### src/rtl/parallel_to_serial_if.sv
// Row handshake and serial output bundle between the row feeder and its neighbours.
// The master side offers rows and stalls the shifter; the slave side is the serializer.
interface parallel_to_serial_if #(
  parameter int data_size = 64
) ();
  logic [data_size-1:0] ROW_IN;
  logic                 ROW_VALID;
  logic                 ROW_READY;
  logic                 HOLD;
  logic                 DATA_OUT;
  logic                 SHIFT_EN;
  logic                 BUSY;
  logic                 ROW_DONE;

  modport master (
    output ROW_IN,
    output ROW_VALID,
    output HOLD,
    input  ROW_READY,
    input  DATA_OUT,
    input  SHIFT_EN,
    input  BUSY,
    input  ROW_DONE
  );

  modport slave (
    input  ROW_IN,
    input  ROW_VALID,
    input  HOLD,
    output ROW_READY,
    output DATA_OUT,
    output SHIFT_EN,
    output BUSY,
    output ROW_DONE
  );
endinterface

### src/rtl/parallel_to_serial.sv
// Row serializer for the Life datapath: takes a full row over valid/ready and emits it
// MSB first, one bit per SHIFT_EN strobe, with a one-row pending buffer for gapless streaming.
module parallel_to_serial #(
  parameter int data_size = 64
) (
  input  logic                 CLK,
  input  logic                 RST,
  parallel_to_serial_if.slave  bus
);

  localparam int                CNT_W    = $clog2(data_size);
  localparam logic [CNT_W-1:0]  CNT_LAST = CNT_W'(data_size - 1);
  localparam logic [CNT_W-1:0]  CNT_ONE  = CNT_W'(1);
  localparam logic [CNT_W-1:0]  CNT_ZERO = CNT_W'(0);

  typedef enum logic [0:0] {
    S_IDLE  = 1'b0,
    S_SHIFT = 1'b1
  } state_t;

  state_t               r_state;
  state_t               w_state_nxt;
  logic [data_size-1:0] r_shreg;
  logic [data_size-1:0] w_shreg_nxt;
  logic [data_size-1:0] r_pend;
  logic [data_size-1:0] w_pend_nxt;
  logic                 r_pend_valid;
  logic                 w_pend_valid_nxt;
  logic [CNT_W-1:0]     r_cnt;
  logic [CNT_W-1:0]     w_cnt_nxt;
  logic                 r_done;
  logic                 w_done_nxt;

  logic                 w_shift_en;
  logic                 w_last;
  logic                 w_hs;

  // HOLD reaches SHIFT_EN combinationally so a stall takes effect in the same cycle.
  assign w_shift_en = (r_state == S_SHIFT) && !bus.HOLD;
  assign w_last     = w_shift_en && (r_cnt == CNT_LAST);
  assign w_hs       = bus.ROW_VALID && !r_pend_valid;

  // Next-state and datapath decode; loads override the default shift.
  always_comb begin
    w_state_nxt      = r_state;
    w_shreg_nxt      = r_shreg;
    w_pend_nxt       = r_pend;
    w_pend_valid_nxt = r_pend_valid;
    w_cnt_nxt        = r_cnt;
    w_done_nxt       = 1'b0;

    case (r_state)
      S_IDLE: begin
        if (w_hs) begin
          w_shreg_nxt = bus.ROW_IN;
          w_cnt_nxt   = CNT_ZERO;
          w_state_nxt = S_SHIFT;
        end else begin
          w_state_nxt = S_IDLE;
        end
      end

      S_SHIFT: begin
        if (w_shift_en) begin
          w_shreg_nxt = {r_shreg[data_size-2:0], 1'b0};
          w_cnt_nxt   = r_cnt + CNT_ONE;
        end else begin
          w_cnt_nxt   = r_cnt;
        end

        if (w_last) begin
          w_cnt_nxt  = CNT_ZERO;
          w_done_nxt = 1'b1;
          if (r_pend_valid) begin
            w_shreg_nxt      = r_pend;
            w_pend_valid_nxt = 1'b0;
          end else if (w_hs) begin
            // Row offered exactly on the last bit bypasses the pending slot.
            w_shreg_nxt = bus.ROW_IN;
          end else begin
            w_state_nxt = S_IDLE;
          end
        end else if (w_hs) begin
          w_pend_nxt       = bus.ROW_IN;
          w_pend_valid_nxt = 1'b1;
        end else begin
          w_pend_valid_nxt = r_pend_valid;
        end
      end

      default: begin
        w_state_nxt      = S_IDLE;
        w_pend_valid_nxt = 1'b0;
        w_cnt_nxt        = CNT_ZERO;
      end
    endcase
  end

  // State register; reset discards both the in-flight and the pending row.
  always_ff @(posedge CLK or posedge RST) begin
    if (RST) begin
      r_state      <= S_IDLE;
      r_shreg      <= {data_size{1'b0}};
      r_pend       <= {data_size{1'b0}};
      r_pend_valid <= 1'b0;
      r_cnt        <= CNT_ZERO;
      r_done       <= 1'b0;
    end else begin
      r_state      <= w_state_nxt;
      r_shreg      <= w_shreg_nxt;
      r_pend       <= w_pend_nxt;
      r_pend_valid <= w_pend_valid_nxt;
      r_cnt        <= w_cnt_nxt;
      r_done       <= w_done_nxt;
    end
  end

  assign bus.DATA_OUT  = r_shreg[data_size-1];
  assign bus.SHIFT_EN  = w_shift_en;
  assign bus.BUSY      = (r_state == S_SHIFT);
  assign bus.ROW_DONE  = r_done;
  assign bus.ROW_READY = !r_pend_valid;

endmodule

### src/flat_wrapper.sv
// flat-port wrapper written by rule: the top's interface ports become plain ports
module parallel_to_serial_flat 
#(
  parameter int data_size = 64
)
  (CLK, RST, bus_ROW_IN, bus_ROW_VALID, bus_HOLD, bus_ROW_READY, bus_DATA_OUT, bus_SHIFT_EN, bus_BUSY, bus_ROW_DONE);
  parallel_to_serial_if #(.data_size(data_size)) bus_i ();
  input  logic CLK;
  input  logic RST;
  input wire logic [$bits(bus_i.ROW_IN)-1:0] bus_ROW_IN;
  input wire logic [$bits(bus_i.ROW_VALID)-1:0] bus_ROW_VALID;
  input wire logic [$bits(bus_i.HOLD)-1:0] bus_HOLD;
  output wire logic [$bits(bus_i.ROW_READY)-1:0] bus_ROW_READY;
  output wire logic [$bits(bus_i.DATA_OUT)-1:0] bus_DATA_OUT;
  output wire logic [$bits(bus_i.SHIFT_EN)-1:0] bus_SHIFT_EN;
  output wire logic [$bits(bus_i.BUSY)-1:0] bus_BUSY;
  output wire logic [$bits(bus_i.ROW_DONE)-1:0] bus_ROW_DONE;
  assign bus_i.ROW_IN = bus_ROW_IN;
  assign bus_i.ROW_VALID = bus_ROW_VALID;
  assign bus_i.HOLD = bus_HOLD;
  assign bus_ROW_READY = bus_i.ROW_READY;
  assign bus_DATA_OUT = bus_i.DATA_OUT;
  assign bus_SHIFT_EN = bus_i.SHIFT_EN;
  assign bus_BUSY = bus_i.BUSY;
  assign bus_ROW_DONE = bus_i.ROW_DONE;
  parallel_to_serial #(.data_size(data_size)) u_core (.CLK(CLK), .RST(RST), .bus(bus_i));
endmodule
### config.mk
export PLATFORM = sky130hd
export DESIGN_NAME = parallel_to_serial_flat
export DESIGN_NICKNAME = d
export VERILOG_FILES = /design/src/rtl/parallel_to_serial_if.sv /design/src/rtl/parallel_to_serial.sv /design/src/flat_wrapper.sv
export SDC_FILE = /design/constraint.sdc
export NUM_CORES = 1
export LEC_CHECK = 0
export CAP_MARGIN = 40
export CORE_ASPECT_RATIO = 0.6
export CORE_MARGIN = 8
export CORE_UTILIZATION = 30
export CTS_BUF_LIST = sky130_fd_sc_hd__clkbuf_2 sky130_fd_sc_hd__clkbuf_4 sky130_fd_sc_hd__clkbuf_8
export DETAILED_ROUTE_END_ITERATION = 6
export DONT_BUFFER_PORTS = 1
export GPL_TIMING_DRIVEN = 0
export MAX_ROUTING_LAYER = met4
export PLACE_DENSITY = 0.53
export SYNTH_ARGS = -nofsm -noshare
export SYNTH_HDL_FRONTEND = slang
export SYNTH_SLANG_ARGS = --single-unit
### constraint.sdc
create_clock -name CLK -period 8.1 [get_ports CLK]
set_input_delay 0.81 -clock CLK [delete_from_list [all_inputs] [get_ports CLK]]
set_output_delay 0.81 -clock CLK [all_outputs]
set_load 0.1 [all_outputs]
==> results.cfg, run 1 <==
[pwr]
p_leak_nw = 3.192
seqPwrFrac_pct = 49.3
internal_power_mw = 1.627
peakVddDrop_mv = 0.1219
p_comb_share_pct = 27.1
p_clk_share_pct = 23.6
p_per_area_nw_per_um2 = 297.7
power_switching_mw = 0.7388
sw_frac_of_total_pct = 31.23
total_power_mw = 2.365

[layout]
area.sequential_um2 = 3428
diodes = 0
drive_above_1_share_pct = 19.27
final_core_util_pct = 34.50
finalInstanceArea_um2 = 7945
finalNetCount = 684
syn2layout_area_growth_pct = 13.53
n_fill_cell = 2312
stdcell_count = 943
multi_input_area_um2 = 3278

[setup_path]
slowest_delay_ps = 490
critPathSlowestCell = dfrtp_1
worstReg2RegStart = u_core.r_cnt[0]
cp.arrival_ps = 1990
r2r_cells = 7
crit_type = register to output port
worstSetupStartpointType = register
crit_chain = nand2b_1 > buf_2 > clkinv_1 > buf_16
crit_fanout = 9
crit_required_ps = 7290
r2r-end = u_core.r_shreg[2]
rrSetupSlack_ps = 5470
cp-end-kind = output port

[drt]
drc = 0
routed_via_density = 5.522
ant_nets = 0
wl_per_cell_um = 20.70
drt_iter0_markers = 566
drt_pass1_iterations = 7
drt-total-wl_um = 19520
num_vias = 5207

[floorplan]
initial_core_util_pct = 30.39
core_area_um2 = 23030
num_rows = 43
dieWidth_um = 213.2
io_pins = 73
die_area_um2 = 28630
die_h_um = 134.3

[clock_tree]
cts_resized = 0
hold_buffers = 0
htreeDepth = 4
cts.sinks = 137
cts_max_path_buffers = 2
cts_root_buf = clkbuf_8
worstSkewPairLatency_ps = 450
cts.clk_slew.worst_paths_ps = 80
cts_tree = built
post_cts_buffers = 0
cts_buffers = 17

[sta]
slew_headroom_pct = 47.99
slew_viol_final = 0
min_period_over_period_pct = 34.52
worst_pin_slew_ps = 780.2
fin_tns_setup_ps = 0
fin_ws_ps = 5304
final-setup-viol-count = 0
hold_viol_final = 0
skew_ps = 12.11
rsz0062_at_grt = false
fin_crit_ps = 2796
holdWs_ps = 312.3
fmax_mhz = 357.7

[logic_synthesis]
ys_seq_area_share_pct = 48.99
ys_seq_elements = 137
synth_edf_count = 0
yosys-top-cells-area = dfrtp_1, mux2_4, a22oi_1
synth-main-ff-cell = dfrtp_1
yosysTopAreaCell = dfrtp_1
syn_area_um2 = 6998
synth.distinct_cells = 38
synthArstFlopShare_pct = 100.0
synth_nets = 658
avgSynthCellArea_um2 = 11.88
yosysWarnings = 0
syn_inst = 589
yosysTopAreaCellShare_pct = 48.99

[global_routing]
grt_first_pass_wirelength_um = 31320
grtUsageMet3_pct = 4.124
grt_max_degree = 71
gr-usage-met2_pct = 20.20
grt_pass1_vias = 5295
grt.total_usage_pct = 14.29
grtUsageMet1_pct = 19.36
gr-max-usage-layer = met2
grt_antenna_before_repair = 0
grt.overflow.total = 0

[placed_design]
dp_cells = 911
pre_cts_slack_ps = 5410
post-dp-hpwl_um = 13830
io_buffers = 0
placed_area_um2 = 7567
place.gp.congestion = 0.7851

[hold_path]
hp-class = input pin to asynchronous set/reset pin

[status]
status = finished clean

[run]
cap_violations = 0
## layout make-up
cell class / count / share of cell area (%)
timing repair buffer: 7 / 2.142
buffer: 57 / 3.386
clock buffer: 19 / 3.134
inverter: 6 / 0.3465
multi-input combinational: 389 / 41.26
tap: 315 / 4.961
sequential: 137 / 43.15
clock inverter: 13 / 1.622
## sequential cells by signal (all words and copies together) (netlist names)
signal / count
u_core.bus.ROW_DONE: 1
u_core.bus.BUSY: 1
u_core.r_shreg: 64
u_core.r_cnt: 6
u_core.r_pend_valid: 1
u_core.r_pend: 64
## power by group through the flow
stage	Clock [mW]	Combinational, mW	Sequential, mW
after detailed placement	0	0.644	1.17
after CTS	0.569	0.646	1.16
after global placement	0	0.572	1.18
after global routing	0.597	0.704	1.20
after floorplan	0	0.514	1.13
final	0.558	0.640	1.17
## critical path: cells and delay by family (launching register included)
| kind | cells | cell delay [ps] |
|---|---|---|
| flip-flops | 1 | 490 |
| AND/OR/NAND/NOR | 1 | 110 |
| buffers and inverters | 3 | 930 |
## synthesized netlist by cell type (3+ instances only)
master    number
nand3_1        3
a22oi_1       62
mux2_4        49
dfrtp_1      137
o21ai_1        8
buf_6          6
nor2_1         6
o21ai_0       59
mux2_2        15
a21oi_1        4
clkbuf_1      41
a222oi_1      41
mux2i_1       42
buf_2          8
o22a_1        21
nor2b_1       41
inv_1          5
nand2_1       14
## cells in the final DEF (no fill, tap or decap), types with 3 or more instances in the layout
master	count
buf_2	9
o22a_1	21
nor2b_1	41
clkinv_2	6
a222oi_1	41
clkbuf_8	17
buf_6	6
clkinvlp_4	4
dfrtp_1	137
mux2_2	15
a22oi_1	62
o21ai_0	59
nand2_1	14
nand3_1	3
buf_16	6
o21ai_1	8
mux2_4	49
nor2_1	6
mux2i_1	42
inv_1	4
clkbuf_1	41
a21oi_1	4
## logic make-up (layout without fill, tap and decap cells)
family          count (synthesis)  in the layout  synth area share (%)
compound gates                206            206                 21.47
flops                         137            137                 48.99
mux                           106            106                 18.93
simple gates                   76             76                 6.258
buf+inv                        63            102                 4.166
fa+ha+maj                       1              1                0.1788
## how the worst max path moves through the flow
stage | from | endpoint | slack [ps]
floorplan | RST | u_core.bus.BUSY | 3620
global placement | RST | u_core.r_pend[32] | 2020
detailed placement | bus_HOLD | u_core.r_shreg[30] | 5410
CTS | u_core.bus.BUSY | bus_SHIFT_EN | 5280
global route | u_core.bus.BUSY | bus_SHIFT_EN | 5190
finish | u_core.bus.BUSY | bus_SHIFT_EN | 5300
## layer usage
metal | share of wire, % | vias up | wire length (um)
li1 | - | 2343 | -
met1 | 47 | 2677 | 9168
met2 | 44 | 164 | 8551
met3 | 7.6 | 23 | 1484
met4 | 1.6 | 0 | 312
met5 | 0 | - | 0
Note: power is estimated with default switching activity, not from simulation.
==> inputs of run 2 (changes only) <==
==> constraint.sdc (replaced) <==
create_clock -name CLK -period 2.7 [get_ports CLK]
set_input_delay 0.27 -clock CLK [delete_from_list [all_inputs] [get_ports CLK]]
set_output_delay 0.27 -clock CLK [all_outputs]
set_load 0.1 [all_outputs]
==> results.cfg, run 2 (synthesized netlist as in run 1, its figures left out) <==
[sta]
slew_viol_final = 0
skew_ps = 14.07
fin_tns_setup_ps = 0
min_period_over_period_pct = 92.68
hold_viol_final = 0
rsz0062_at_grt = false
fin_crit_ps = 2502
fmax_mhz = 399.6
fin_ws_ps = 197.7
worst_pin_slew_ps = 831.1
slew_headroom_pct = 44.48
final-setup-viol-count = 0

[pwr]
power_switching_mw = 2.240
p_clk_share_pct = 23.1
p_leak_nw = 3.473
peakVddDrop_mv = 0.3127
p_comb_share_pct = 28.1
internal_power_mw = 4.942
p_per_area_nw_per_um2 = 833.9
sw_frac_of_total_pct = 31.19
total_power_mw = 7.182
seqPwrFrac_pct = 48.8

[drt]
wl_met3_um = 1029
met1Wirelength_um = 9939
routed.top_layer = met4
dr_wl_met2_um = 8782
wl_per_cell_um = 19.80
drt-total-wl_um = 19980
routed_via_density = 5.342
drt_iter0_markers = 578
num_vias = 5390
drt_pass1_iterations = 7
drc = 2
ant_nets = 0

[global_routing]
grt.overflow.total = 0
grt_pass1_vias = 5672
grt_antenna_before_repair = 1
grt_first_pass_wirelength_um = 32580
grt_max_degree = 37
grt.total_usage_pct = 14.76

[layout]
finalNetCount = 750
drive_above_1_share_pct = 18.04
final_core_util_pct = 37.40
area.sequential_um2 = 3428
top_regs = u_core.r_pend: 64 flops, u_core.r_shreg: 64 flops, u_core.r_cnt: 6 flops
multi_input_area_um2 = 3284
syn2layout_area_growth_pct = 23.06
n_fill_cell = 2280
finalInstanceArea_um2 = 8612
final_cell_mix = dfrtp_1, dlygate4sd3_1, a22oi_1
layout_commonest_cell = dfrtp_1

[placed_design]
place.gp.congestion = 0.7928
post-dp-hpwl_um = 13970
pre_cts_slack_ps = 75.46
placed_area_um2 = 7572
io_buffers = 0

[setup_path]
crit_required_ps = 3050
r2r_cells = 6
slowest_delay_ps = 760
worstSetupStartpointType = register
crit_type = register to register
cp.arrival_ps = 2850
rrSetupSlack_ps = 200
crit_fanout = 9
crit_chain = nand2b_1 > buf_2 > clkinv_2 > a21oi_1 > o21ai_0 > o21ai_0
cpMostUsedCell = o21ai_0
cp-end-kind = register
critPathSlowestCell = a21oi_1

[clock_tree]
cts_max_path_buffers = 2
post_cts_buffers = 0
worstSkewPairLatency_ps = 440
cts.sinks = 137
cts_buffers = 17
cts.clk_slew.worst_paths_ps = 80
cts_tree = built
cts_root_buf = clkbuf_8
htreeDepth = 4

[status]
violations = DRC
status = finished with violations

[floorplan]
dieWidth_um = 213.2
core_area_um2 = 23030
io_pins = 73
die_area_um2 = 28630
initial_core_util_pct = 30.39
num_rows = 43
die_h_um = 134.3

[hold_path]
hp-class = input pin to register
hold_depth = 2

[run]
cap_violations = 0
## run 2: metal layers
| layer | track usage [%] | up-vias |
|---|---|---|
| met2 | 21.33 | 159 |
| li1 | - | 2473 |
| met3 | 3.052 | 20 |
| met1 | 20.50 | 2738 |
| met5 | - | - |
| met4 | 4.476 | 0 |
## run 2: path summary, 6_finish.rpt
kind                                   start            endpoint
max                          u_core.bus.BUSY     u_core.r_cnt[2]
min                           bus_ROW_IN[41]  u_core.r_shreg[41]
max reg2reg                  u_core.bus.BUSY     u_core.r_cnt[2]
min reg2reg                u_core.r_shreg[0]   u_core.r_shreg[0]
max in group asynchronous                RST   u_core.r_pend[21]
min in group asynchronous                RST    u_core.r_pend[5]
## run 2: power by group through the flow
stage	clock network, mW	logic [mW]	registers (mW)
after CTS	1.70	2.03	3.49
after global routing	1.78	2.21	3.61
final	1.66	2.02	3.50
after detailed placement	0	1.93	3.51
after floorplan	0	1.54	3.38
after global placement	0	1.72	3.54
## run 2: timing repair
item / in CTS / in global routing
hold buffers: 65 / 0
setup endpoints to repair: 0 / 39
gates resized for setup: 0 / 6
endpoints found under the hold margin: 140 / 0
## run 2: stage by stage
step,hold WS (ps),instances
2_1_floorplan,417.1,589
3_3_place_gp,419.4,904
3_5_place_dp,329.5,912
4_1_cts,4.782,1008
5_1_grt,21.72,1009
6_report,26.75,1009
## run 2: worst max-delay path, delay by kind of cell (launching register included)
kind            cells  cell delay, ps
flops               1             480
compound gates      3            1060
buf+inv             2             770
simple gates        1             110
## run 2: layout make-up
cell class                      instances  share of cell area, %
Inverter                                6                 0.3196
Timing Repair Buffer                   73                  9.589
Antenna cell                            1                0.02906
Multi-Input combinational cell        389                  38.14
Buffer                                 57                  3.153
Sequential cell                       137                  39.81
Tap cell                              315                  4.576
Clock buffer                           18                  2.877
Clock inverter                         13                  1.511
